`src/rtl/sd_pkg.sv`:
```
// Shared types and constants for the SPI-mode SD command sequencer.
// The SD_CRC7_EN build computes CRC7 per frame; otherwise the fixed CRC values below are used.
package sd_pkg;

  typedef enum logic [3:0] {
    ST_PWRUP, ST_CMD0, ST_CMD8, ST_CMD55, ST_ACMD41, ST_CMD16,
    ST_READY, ST_CMD17, ST_TOKEN, ST_DATA, ST_CRC, ST_ERROR
  } state_t;

  // Sub-phase of every command frame exchange.
  typedef enum logic [1:0] {PH_SEND, PH_ECHO, PH_POLL, PH_TAIL} phase_t;

  localparam logic [5:0]  IDX_CMD0   = 6'd0;
  localparam logic [5:0]  IDX_CMD8   = 6'd8;
  localparam logic [5:0]  IDX_CMD55  = 6'd55;
  localparam logic [5:0]  IDX_ACMD41 = 6'd41;
  localparam logic [5:0]  IDX_CMD16  = 6'd16;
  localparam logic [5:0]  IDX_CMD17  = 6'd17;

  localparam logic [31:0] ARG_CMD8   = 32'h0000_01AA;
  localparam logic [31:0] ARG_ACMD41 = 32'h4000_0000;

  localparam logic [7:0]  TOKEN_START = 8'hFE;
  localparam logic [7:0]  R1_IDLE     = 8'h01;
  localparam logic [7:0]  R1_READY    = 8'h00;
  localparam logic [7:0]  CMD8_CHECK  = 8'hAA;

  localparam int ECHO_BYTES      = 6;
  localparam int CMD8_TAIL_BYTES = 4;
  localparam int DATA_CRC_BYTES  = 2;

  localparam logic [2:0] ERR_NONE   = 3'd0;
  localparam logic [2:0] ERR_CMD0   = 3'd1;
  localparam logic [2:0] ERR_CMD8   = 3'd2;
  localparam logic [2:0] ERR_ACMD41 = 3'd3;
  localparam logic [2:0] ERR_CMD16  = 3'd4;
  localparam logic [2:0] ERR_CMD17  = 3'd5;
  localparam logic [2:0] ERR_TOKEN  = 3'd6;

  localparam logic [6:0] CRC_CMD0 = 7'h4A;
  localparam logic [6:0] CRC_CMD8 = 7'h43;
  localparam logic [6:0] CRC_NONE = 7'h00;

  function automatic logic [6:0] fixedCrc(input logic [5:0] idx);
    case (idx)
      IDX_CMD0: return CRC_CMD0;
      IDX_CMD8: return CRC_CMD8;
      default:  return CRC_NONE;
    endcase
  endfunction

  // A CMD55 failure is reported as an ACMD41 init failure.
  function automatic logic [2:0] stateErr(input state_t s);
    case (s)
      ST_CMD0:   return ERR_CMD0;
      ST_CMD8:   return ERR_CMD8;
      ST_CMD55:  return ERR_ACMD41;
      ST_ACMD41: return ERR_ACMD41;
      ST_CMD16:  return ERR_CMD16;
      ST_CMD17:  return ERR_CMD17;
      ST_TOKEN:  return ERR_TOKEN;
      default:   return ERR_NONE;
    endcase
  endfunction

endpackage

```
`src/rtl/sd_crc7.sv`:
```
// Combinational SD CRC7 (x^7 + x^3 + 1) over the first 40 bits of a command frame.
module sd_crc7 (
  input  logic [39:0] msg,
  output logic [6:0]  crc
);
  logic fb;

  always_comb begin
    crc = '0;
    fb  = 1'b0;
    for (int i = 39; i >= 0; i--) begin
      fb  = msg[i] ^ crc[6];
      crc = {crc[5:0], 1'b0};
      if (fb) crc = crc ^ 7'h09;
    end
  end
endmodule

```
`src/rtl/sd_cmd_sequencer.sv`:
```
// SPI-mode SD init/read sequencer driving the byte engine; streams 512-byte blocks out.
// Define SD_CRC7_EN to compute CRC7 per frame instead of using fixed CRC fields.
module sd_cmd_sequencer
  import sd_pkg::*;
#(
  parameter int NCR_MAX      = 8,
  parameter int ACMD41_TRIES = 1000,
  parameter int TOKEN_MAX    = 4096,
  parameter int BLOCK_LEN    = 512
) (
  input  logic        clk,
  input  logic        reset,
  input  logic        rd_req,
  input  logic [31:0] rd_addr,
  output logic        rd_ready,
  output logic [7:0]  data_out,
  output logic        data_valid,
  output logic        block_done,
  output logic        init_done,
  output logic        error,
  output logic [2:0]  err_code,
  output logic [47:0] eng_cmd,
  output logic        eng_start,
  input  logic        eng_rsp_toggle,
  input  logic [7:0]  eng_rsp
);
  localparam int POLL_MAX = (TOKEN_MAX > NCR_MAX) ? TOKEN_MAX : NCR_MAX;
  localparam int POLL_W   = $clog2(POLL_MAX + 1);
  localparam int BYTE_W   = $clog2(BLOCK_LEN + 1);
  localparam int RETRY_W  = $clog2(ACMD41_TRIES + 1);

  localparam logic [POLL_W-1:0]  NCR_LAST   = POLL_W'(NCR_MAX - 1);
  localparam logic [POLL_W-1:0]  TOKEN_LAST = POLL_W'(TOKEN_MAX - 1);
  localparam logic [BYTE_W-1:0]  ECHO_LAST  = BYTE_W'(ECHO_BYTES - 1);
  localparam logic [BYTE_W-1:0]  TAIL_LAST  = BYTE_W'(CMD8_TAIL_BYTES - 1);
  localparam logic [BYTE_W-1:0]  BLOCK_LAST = BYTE_W'(BLOCK_LEN - 1);
  localparam logic [BYTE_W-1:0]  CRC_LAST   = BYTE_W'(DATA_CRC_BYTES - 1);
  localparam logic [RETRY_W-1:0] RETRY_LAST = RETRY_W'(ACMD41_TRIES - 1);

  state_t              state, stateNxt;
  phase_t              phase, phaseNxt;
  logic                pwrSecond, pwrSecondNxt;
  logic [BYTE_W-1:0]   byteCnt, byteCntNxt;
  logic [POLL_W-1:0]   pollCnt, pollCntNxt;
  logic [RETRY_W-1:0]  retryCnt, retryCntNxt;
  logic [31:0]         addrLat, addrLatNxt;
  logic                togglePrev;
  logic                rdReadyNxt, dataValidNxt, blockDoneNxt, initDoneNxt, errorNxt, engStartNxt;
  logic [7:0]          dataOutNxt;
  logic [2:0]          errCodeNxt;
  logic [47:0]         engCmdNxt, frame;
  logic [5:0]          cmdIdx;
  logic [31:0]         cmdArg;
  logic [6:0]          cmdCrc;
  logic                evt, fail, isCmdState;

  always_comb begin
    cmdIdx = IDX_CMD0;
    cmdArg = '0;
    case (state)
      ST_CMD8:   begin cmdIdx = IDX_CMD8;   cmdArg = ARG_CMD8;        end
      ST_CMD55:  begin cmdIdx = IDX_CMD55;  cmdArg = '0;              end
      ST_ACMD41: begin cmdIdx = IDX_ACMD41; cmdArg = ARG_ACMD41;      end
      ST_CMD16:  begin cmdIdx = IDX_CMD16;  cmdArg = 32'(BLOCK_LEN);  end
      ST_CMD17:  begin cmdIdx = IDX_CMD17;  cmdArg = addrLat;         end
      default: ;
    endcase
  end

`ifdef SD_CRC7_EN
  sd_crc7 uCrc (
    .msg({2'b01, cmdIdx, cmdArg}),
    .crc(cmdCrc)
  );
`else
  assign cmdCrc = fixedCrc(cmdIdx);
`endif

  // Power-up frames are all ones so the card just sees clocks with MOSI high.
  assign frame = (state == ST_PWRUP) ? '1 : {2'b01, cmdIdx, cmdArg, cmdCrc, 1'b1};
  assign evt   = (eng_rsp_toggle != togglePrev);
  assign isCmdState = state inside {ST_PWRUP, ST_CMD0, ST_CMD8, ST_CMD55, ST_ACMD41, ST_CMD16, ST_CMD17};

  always_comb begin
    stateNxt     = state;
    phaseNxt     = phase;
    pwrSecondNxt = pwrSecond;
    byteCntNxt   = byteCnt;
    pollCntNxt   = pollCnt;
    retryCntNxt  = retryCnt;
    addrLatNxt   = addrLat;
    rdReadyNxt   = rd_ready;
    dataOutNxt   = data_out;
    dataValidNxt = 1'b0;
    blockDoneNxt = 1'b0;
    initDoneNxt  = init_done;
    errorNxt     = error;
    errCodeNxt   = err_code;
    engCmdNxt    = eng_cmd;
    engStartNxt  = 1'b0;
    fail         = 1'b0;

    if (isCmdState) begin
      case (phase)
        PH_SEND: begin
          engCmdNxt   = frame;
          engStartNxt = 1'b1;
          phaseNxt    = PH_ECHO;
          byteCntNxt  = '0;
        end
        PH_ECHO: if (evt) begin
          byteCntNxt = byteCnt + 1'b1;
          if (byteCnt == ECHO_LAST) begin
            byteCntNxt = '0;
            if (state == ST_PWRUP) begin
              phaseNxt     = PH_SEND;
              pwrSecondNxt = ~pwrSecond;
              if (pwrSecond) stateNxt = ST_CMD0;
            end else begin
              phaseNxt   = PH_POLL;
              pollCntNxt = '0;
            end
          end
        end
        PH_POLL: if (evt) begin
          if (!eng_rsp[7]) begin
            case (state)
              ST_CMD0:  if (eng_rsp == R1_IDLE) stateNxt = ST_CMD8; else fail = 1'b1;
              ST_CMD8:  if (eng_rsp == R1_IDLE) begin
                          phaseNxt   = PH_TAIL;
                          byteCntNxt = '0;
                        end else fail = 1'b1;
              ST_CMD55: stateNxt = ST_ACMD41;
              ST_ACMD41:
                if (eng_rsp == R1_READY) stateNxt = ST_CMD16;
                else if (eng_rsp == R1_IDLE && retryCnt != RETRY_LAST) begin
                  retryCntNxt = retryCnt + 1'b1;
                  stateNxt    = ST_CMD55;
                end else fail = 1'b1;
              ST_CMD16: if (eng_rsp == R1_READY) begin
                          stateNxt    = ST_READY;
                          initDoneNxt = 1'b1;
                          rdReadyNxt  = 1'b1;
                        end else fail = 1'b1;
              ST_CMD17: if (eng_rsp == R1_READY) begin
                          stateNxt   = ST_TOKEN;
                          pollCntNxt = '0;
                        end else fail = 1'b1;
              default: ;
            endcase
          end else if (pollCnt == NCR_LAST) begin
            fail = 1'b1;
          end else begin
            pollCntNxt = pollCnt + 1'b1;
          end
        end
        PH_TAIL: if (evt) begin
          byteCntNxt = byteCnt + 1'b1;
          if (byteCnt == TAIL_LAST) begin
            if (eng_rsp == CMD8_CHECK) stateNxt = ST_CMD55;
            else fail = 1'b1;
          end
        end
        default: ;
      endcase
    end else begin
      case (state)
        ST_READY: if (rd_req && rd_ready) begin
          addrLatNxt = rd_addr;
          rdReadyNxt = 1'b0;
          stateNxt   = ST_CMD17;
        end
        ST_TOKEN: if (evt) begin
          if (eng_rsp == TOKEN_START) begin
            stateNxt   = ST_DATA;
            byteCntNxt = '0;
          end else if (eng_rsp[7:4] == 4'h0 || pollCnt == TOKEN_LAST) begin
            fail = 1'b1;
          end else begin
            pollCntNxt = pollCnt + 1'b1;
          end
        end
        ST_DATA: if (evt) begin
          dataOutNxt   = eng_rsp;
          dataValidNxt = 1'b1;
          byteCntNxt   = byteCnt + 1'b1;
          if (byteCnt == BLOCK_LAST) begin
            stateNxt   = ST_CRC;
            byteCntNxt = '0;
          end
        end
        ST_CRC: if (evt) begin
          byteCntNxt = byteCnt + 1'b1;
          if (byteCnt == CRC_LAST) begin
            blockDoneNxt = 1'b1;
            rdReadyNxt   = 1'b1;
            stateNxt     = ST_READY;
          end
        end
        default: ;
      endcase
    end

    if (fail) begin
      stateNxt   = ST_ERROR;
      errorNxt   = 1'b1;
      errCodeNxt = stateErr(state);
      rdReadyNxt = 1'b0;
    end
    if (stateNxt != state) phaseNxt = PH_SEND;
  end

  always_ff @(posedge clk) begin
    togglePrev <= eng_rsp_toggle;
    if (reset) begin
      state      <= ST_PWRUP;
      phase      <= PH_SEND;
      pwrSecond  <= 1'b0;
      byteCnt    <= '0;
      pollCnt    <= '0;
      retryCnt   <= '0;
      addrLat    <= '0;
      rd_ready   <= 1'b0;
      data_out   <= '0;
      data_valid <= 1'b0;
      block_done <= 1'b0;
      init_done  <= 1'b0;
      error      <= 1'b0;
      err_code   <= ERR_NONE;
      eng_cmd    <= '1;
      eng_start  <= 1'b0;
    end else begin
      state      <= stateNxt;
      phase      <= phaseNxt;
      pwrSecond  <= pwrSecondNxt;
      byteCnt    <= byteCntNxt;
      pollCnt    <= pollCntNxt;
      retryCnt   <= retryCntNxt;
      addrLat    <= addrLatNxt;
      rd_ready   <= rdReadyNxt;
      data_out   <= dataOutNxt;
      data_valid <= dataValidNxt;
      block_done <= blockDoneNxt;
      init_done  <= initDoneNxt;
      error      <= errorNxt;
      err_code   <= errCodeNxt;
      eng_cmd    <= engCmdNxt;
      eng_start  <= engStartNxt;
    end
  end
endmodule

```
`config.mk`:
```
export PLATFORM = sky130hd
export DESIGN_NAME = sd_cmd_sequencer
export DESIGN_NICKNAME = d
export VERILOG_FILES = /design/src/rtl/sd_pkg.sv /design/src/rtl/sd_crc7.sv /design/src/rtl/sd_cmd_sequencer.sv
export SDC_FILE = /design/constraint.sdc
export NUM_CORES = 1
export LEC_CHECK = 0
export ABC_AREA = 1
export CAP_MARGIN = 20
export CORE_MARGIN = 2
export CORE_UTILIZATION = 35
export DETAILED_ROUTE_END_ITERATION = 7
export PLACE_DENSITY = 0.59
export SYNTH_ARGS = -nofsm -noshare
export SYNTH_HDL_FRONTEND = slang
export SYNTH_SLANG_ARGS = --single-unit
```
`constraint.sdc`:
```
create_clock -name clk -period 3.2 [get_ports clk]
set_clock_uncertainty 0.1 [all_clocks]
set_input_delay 0.96 -clock clk [delete_from_list [all_inputs] [get_ports clk]]
set_output_delay 0.96 -clock clk [all_outputs]
set_load 0.02 [all_outputs]
```
; After elaboration in Yosys (flattened, before gate mapping)
; Index checks and enable logic that the tools add are counted.
[word_totals]
register_bits = 138
output_inout_bits = 65
word_cells = 212
[op_classes]
n_addsub = 3
n_eq_ne = 56
muxes = 97
bitwise = 7
n_reduce_logical = 32
[ops]
columns = op, n
row1 = 13-bit 2-to-1 mux, 13
row2 = 32-bit case mux with 4 select lines, 1
row3 = 10-bit 2-to-1 mux, 12
row4 = 4-bit 2-to-1 mux, 23
row5 = 48-bit 2-to-1 mux, 1
row6 = 10-bit case mux with 4 select lines, 1
row7 = 3-bit inequality test (second input constant), 12
row8 = 10-bit case mux with 3 select lines, 1
row9 = 6-bit case mux with 5 select lines, 1
row10 = 1-bit 2-to-1 mux, 27
row11 = 13-bit case mux with 2 select lines, 1
row12 = 2-bit inequality test (second input constant), 11
row13 = 10-bit by 1-bit adder with 10-bit output (second input constant), 2
row14 = 4-bit case mux with 5 select lines, 1
row15 = 3-bit case mux with 6 select lines, 1
row16 = 9-bit AND reduction, 2
row17 = 4-bit by 3-bit == test with 1-bit output (second input constant), 4
row18 = 8-bit == test (second input constant), 2
row19 = 4-bit case mux with 4 select lines, 1
row20 = 2-bit 2-to-1 mux, 7
row21 = 7-bit case mux with 2 select lines, 1
row22 = 13-bit by 1-bit adder with 13-bit output (second input constant), 1
row23 = 13-bit by 12-bit == test with 1-bit output (second input constant), 1
row24 = 13-bit by 3-bit == test with 1-bit output (second input constant), 1
row25 = other kinds (42), 67

; Depth between registers and ports, before layout
[depth]
depth_word = 12
mapped_depth = 20
ltp_nobuf = 19

; Worst setup path after synthesis
; OpenSTA, ideal clock, no wires.
[synth_timing]
path_type = input-to-reg
startpoint = input eng_rsp[7]
endpoint = register retryCnt[8]
setup_ns = 0.115
arrival_time_ns = 2.367
required_ns = 2.985
setup_slack_ns = 0.619
path_stages = 12
path_cell_list = nor2_1 nand2_1 nor2_1 nand2_1 inv_1 nand3_1 nor2_1 nand3_1 nand3b_1 nor2_1 a21oi_1 o21a_1
[synth_via]
elab_chain_cells = 3
elab_cells_between_ends = 6
[synth_lines]
columns = item, line_no
row1 = from (decl), sd_cmd_sequencer.sv:25  ; input logic [7:0] eng_rsp
row2 = 8-bit by 1-bit == test with 1-bit output or 8-bit logical NOT (tied branches), "sd_cmd_sequencer.sv:136, sd_cmd_sequencer.sv:135"
row3 = 1-bit logical AND or 1-bit inverter (tied branches), -
row4 = 7-bit AND reduction (no line) (*), -
row5 = to (signal assigned), sd_cmd_sequencer.sv:238  ; retryCnt <= retryCntNxt;
row6 = to (decl), sd_cmd_sequencer.sv:45  ; logic [RETRY_W-1:0] retryCnt, retryCntNxt;
; Mark *: on every way between the ends. The rest lies on a longest branch, timed or not.
; A chain may end at the register's enable or synchronous reset.

; Worst setup path in the final report
[layout_timing]
startpoint = input eng_rsp[6]
endpoint = register state[2]
[layout_via]
elab_chain_cells = 10
elab_cells_between_ends = 40
[layout_lines]
columns = item, line_no
row1 = 8-bit by 1-bit == test with 1-bit output, "sd_cmd_sequencer.sv:128, sd_cmd_sequencer.sv:129, sd_cmd_sequencer.sv:136"
row2 = 1-bit logical AND, sd_cmd_sequencer.sv:136  ; else if (eng_rsp == R1_IDLE && retryCnt != RETRY_LAST) begin
row3 = 4-bit 2-to-1 mux or 1-bit 2-to-1 mux (tied branches), sd_cmd_sequencer.sv:136
row4 = 4-bit 2-to-1 mux or 1-bit 2-to-1 mux (tied branches), sd_cmd_sequencer.sv:135  ; if (eng_rsp == R1_READY) stateNxt = ST_CMD16;
row5 = 4-bit case mux with 5 select lines or 1-bit case mux with 3 select lines (tied branches), sd_cmd_sequencer.sv:127  ; case (state)
row6 = 4-bit 2-to-1 mux or 1-bit 2-to-1 mux (tied branches), sd_cmd_sequencer.sv:126  ; if (!eng_rsp[7]) begin
row7 = 4-bit 2-to-1 mux or 1-bit 2-to-1 mux (tied branches), sd_cmd_sequencer.sv:125  ; PH_POLL: if (evt) begin
row8 = 4-bit case mux with 3 select lines or 1-bit case mux with 2 select lines (tied branches), sd_cmd_sequencer.sv:104  ; case (phase)
row9 = 4-bit 2-to-1 mux or 1-bit 2-to-1 mux (tied branches), sd_cmd_sequencer.sv:103  ; if (isCmdState) begin
row10 = 4-bit 2-to-1 mux (*), sd_cmd_sequencer.sv:204  ; if (fail) begin
row11 = to (signal assigned), sd_cmd_sequencer.sv:233  ; state <= stateNxt;
row12 = to (decl), sd_cmd_sequencer.sv:40  ; state_t state, stateNxt;
; Marks and branches as above.

==> summary.txt <==
Run status
  – Status: finished, final reports clean

Power
  – LEAKAGE: between 3 and 4 nW
  – Power Internal: between 3 and 4 mW
  – Switching power: 1.91 mW
  – Pwr dens: 656 nW/um^2
  – Clock share of power: 33.5%
  – Max IR drop VDD: 0.449 mV
  – Comb pwr share: 30.5%
  – Switching share of power: 34.2%
  – Flop pwr share: between 30% and 40%

Detailed routing
  – Final wirelength: 18,300 um
  – DR iter-0 viols: between 300 and 400
  – Drt pass-1 iters: 5
  – Routed vias/inst: a little under 5
  – Post-route DRC: 0
  – Drt wl/cell: 14.2 um
  – Final ANT Viol Nets: 0
  – Via count: 6,354

Floorplanning
  – Horiz. Die Dim: 140 um
  – Die H: 140 um
  – Core Area: 18,000 um^2
  – Initial Util: 35.8%
  – Die area: 19,500 um^2
  – # rows: 49
  – Boundary Pins: between 100 and 150

Timing
  – Fmax: 343 MHz
  – Rel. slew slack: 56.8%
  – Final Critical Period: between 2 and 3 ns
  – Post-route clock period utilization: between 90 and 100%
  – RSZ-0062 raised after global routing: no
  – Slew Limit Fails: 0
  – Final hold vios: 0
  – Worst Max-Slew Pin Slew: 0.648 ns
  – # setup viols final: 0

Flow run
  – Max_cap viols: 0

Synthesis
  – Main synth FF type: dfxtp_1
  – Syn Std Cell Area: approximately 6400 um^2
  – Number of synthesized flops with an enable pin: 0
  – Syn avg cell area: 7.01 um^2
  – Synth warn: 0
  – Number of synthesized register bits: 131
  – Sequential fraction of the synthesis area: 40.8%
  – Synth area leader: dfxtp_1
  – Syn Inst Count: around 920
  – Ranking of synthesized cells by area: dfxtp_1, nand2_1, inv_1
  – Asr flop ratio synth: 0%
  – Post-synth top cells: nand2_1, dfxtp_1, inv_1, nor2_1, o21ai_0
  – Netlist cell types: 53
  – Post-synth top area share: 40.8%
  – Most common cell in the netlist: nand2_1

Critical path
  – Startpoint types: input port
  – Worst r2r dst: phase[0]$_SDFFE_PP0P_
  – R2r startpoint: state[2]$_SDFF_PP0_
  – CP Class: in2reg
  – Critical Path Sink Type: register
  – CP required: 3.37 ns
  – R2R cell count: 17
  – Worst Path Max Fanout: 6
  – Worst Path Arrival: a little over 3 ns
  – R2r setup slk: 0.62 ns

Finish
  – Final Instance Area: 8500 um^2
  – Layout cells sized above 1: 9.98%
  – N_diodes: 0
  – Layout area overhead: 32.3%
  – Final nets: 1,102
  – Post-Route Utilization: around 47%

Global routing
  – First-pass GRT wire length: ~31,000 um
  – Gr ovfl total: 0
  – Vias in the first global route: 6,046
  – Initial antenna violation count: 0
  – Largest net degree at the start of global routing: 47
  – Tot GR Track Use: 19.5%

Clocking
  – Root Driver: clkbuf_16
  – Htree depth: 4
  – Hold buffer count at cts: 0
  – Worst-skew pair later-pin latency: 0.41 ns
  – # clock sinks: ~130
  – CTS clk-pin slew, worst paths: 0.06 ns
  – Num CTS Buffers: 17
  – TritonCTS clock tree: yes
  – CTS Buffer Depth: 2

Hold path
  – Worst hold path endpoint: addrLat[30]$_SDFFE_PP0P_
  – Hold Startpoint: addrLat[30]$_SDFFE_PP0P_
  – Worst Hold Path Cells: 2
  – Worst Hold Class: reg2reg

Place
  – Placer Congestion: approximately 0.93
  – I/O Buffers: about 110
  – Placed standard-cell area: 7930 um^2
  – Post-DP HPWL: 13,400 um
==> sequential cells by signal, summed over array words and instances (netlist names) <==
signal,flops
rd_ready,1
pollCnt,13
retryCnt,10
addrLat,32
togglePrev,1
block_done,1
pwrSecond,1
eng_cmd,41
byteCnt,10
eng_start,1
error,1
err_code,3
data_valid,1
data_out,8
phase,2
init_done,1
state,4
==> worst max-delay path, stage by stage <==
cell and delay (ns):
clkdlybuf4s50_1 0.46, nor2_1 0.13, nand2_1 0.15, nor2_1 0.19, nand2_1 0.10, nand2_1 0.08, nand2_1 0.05, nand2_1 0.05
nand2_1 0.06, nand2_1 0.08, nand2_1 0.16, buf_4 0.20, a2111oi_0 0.40
==> metal layers <==
| layer | track usage, % | vias to the layer above | wire length [um] | share of wire, % |
|---|---|---|---|---|
| li1 | - | 3293 | - | - |
| met1 | 28.8 | 2872 | 9260 | 50 |
| met2 | 28.8 | 169 | 7820 | 43 |
| met3 | 3.75 | 20 | 1020 | 5.5 |
| met4 | 5.74 | 0 | 248 | 1.4 |
| met5 | 0 | - | 0 | 0 |
==> layout make-up <==
cell class	instances	area (um^2)
Inverter	113	429
Clock inverter	13	128
Multi-Input combinational cell	632	3170
Clock buffer	19	443
Sequential cell	131	2620
Tap cell	229	287
Timing Repair Buffer	154	1420
Fill cell	1857	9460
==> logic make-up (layout without fill, tap and decap cells) <==
| logic type | after synthesis | count (layout) | synth area share [%] |
|---|---|---|---|
| compound gates | 215 | 215 | 19.3 |
| xor+xnor | 12 | 12 | 1.64 |
| fa+ha+maj | 9 | 9 | 1.75 |
| buf+inv | 155 | 299 | 10.0 |
| flops | 131 | 131 | 40.8 |
| other cells | 1 | 2 | 0.0584 |
| simple gates | 394 | 394 | 26.4 |
==> placed cells by master, fill, tap and decap left out, types with 3 or more instances in the layout <==
cell type,netlist,final
inv_2,5,5
clkinvlp_4,0,3
a21oi_1,75,75
nand4_1,11,11
nor2_1,104,104
o21ai_0,76,75
o21ai_1,3,4
buf_4,9,48
a221oi_1,4,4
o21bai_1,3,3
o211ai_1,27,27
nor2_2,7,7
clkinv_1,2,3
inv_6,0,3
a31oi_1,5,4
nor3_1,27,27
xor2_1,10,10
clkbuf_16,0,17
dfxtp_1,131,131
inv_1,104,103
ha_1,9,9
clkinv_4,0,5
nand2_1,185,185
nand3_1,43,43
a211oi_1,8,8
clkdlybuf4s50_1,0,106
==> metrics by stage <==
step	std cells	hold slack (ns)	setup slack [ns]	power, mW	setup TNS, ns
6_report	1291	0.349	0.284	5.57	0
5_1_grt	1291	0.370	0.0204	5.89	0
4_1_cts	1291	0.354	0.362	5.61	0
3_5_place_dp	1259	0.342	-0.0629	3.73	-0.171
3_3_place_gp	1259	0.331	0.0202	3.72	0
2_1_floorplan	918	0.324	0.619	3.00	0
==> worst max-delay path by stage <==
stage,slack (ns),cells after the start,endpoint,startpoint
2_1_floorplan,0.62,12,retryCnt[8]$_SDFFE_PP0P_,eng_rsp[7]
3_3_place_gp,0.02,13,pollCnt[5]$_SDFFE_PP0P_,eng_rsp_toggle
3_5_place_dp,-0.06,13,state[2]$_SDFF_PP0_,eng_rsp[6]
4_1_cts,0.36,13,state[2]$_SDFF_PP0_,eng_rsp[6]
5_1_grt,0.02,20,phase[0]$_SDFFE_PP0P_,eng_rsp_toggle
6_report,0.28,13,state[2]$_SDFF_PP0_,eng_rsp[6]
==> power groups by stage <==
stage	Clock (mW)	Combinational, mW	Sequential (mW)
floorplan	0	0.778	2.22
global placement	0	1.68	2.03
detailed placement	0	1.69	2.04
CTS	1.91	1.70	2.01
global route	1.99	1.87	2.04
finish	1.87	1.70	2.01
==> repair_timing <==
action / CTS / global route
resized for setup: 0 / 1
setup endpoints to repair: 0 / 2
setup buffers: 0 / 0
Note: power is estimated with default switching activity, not from simulation.
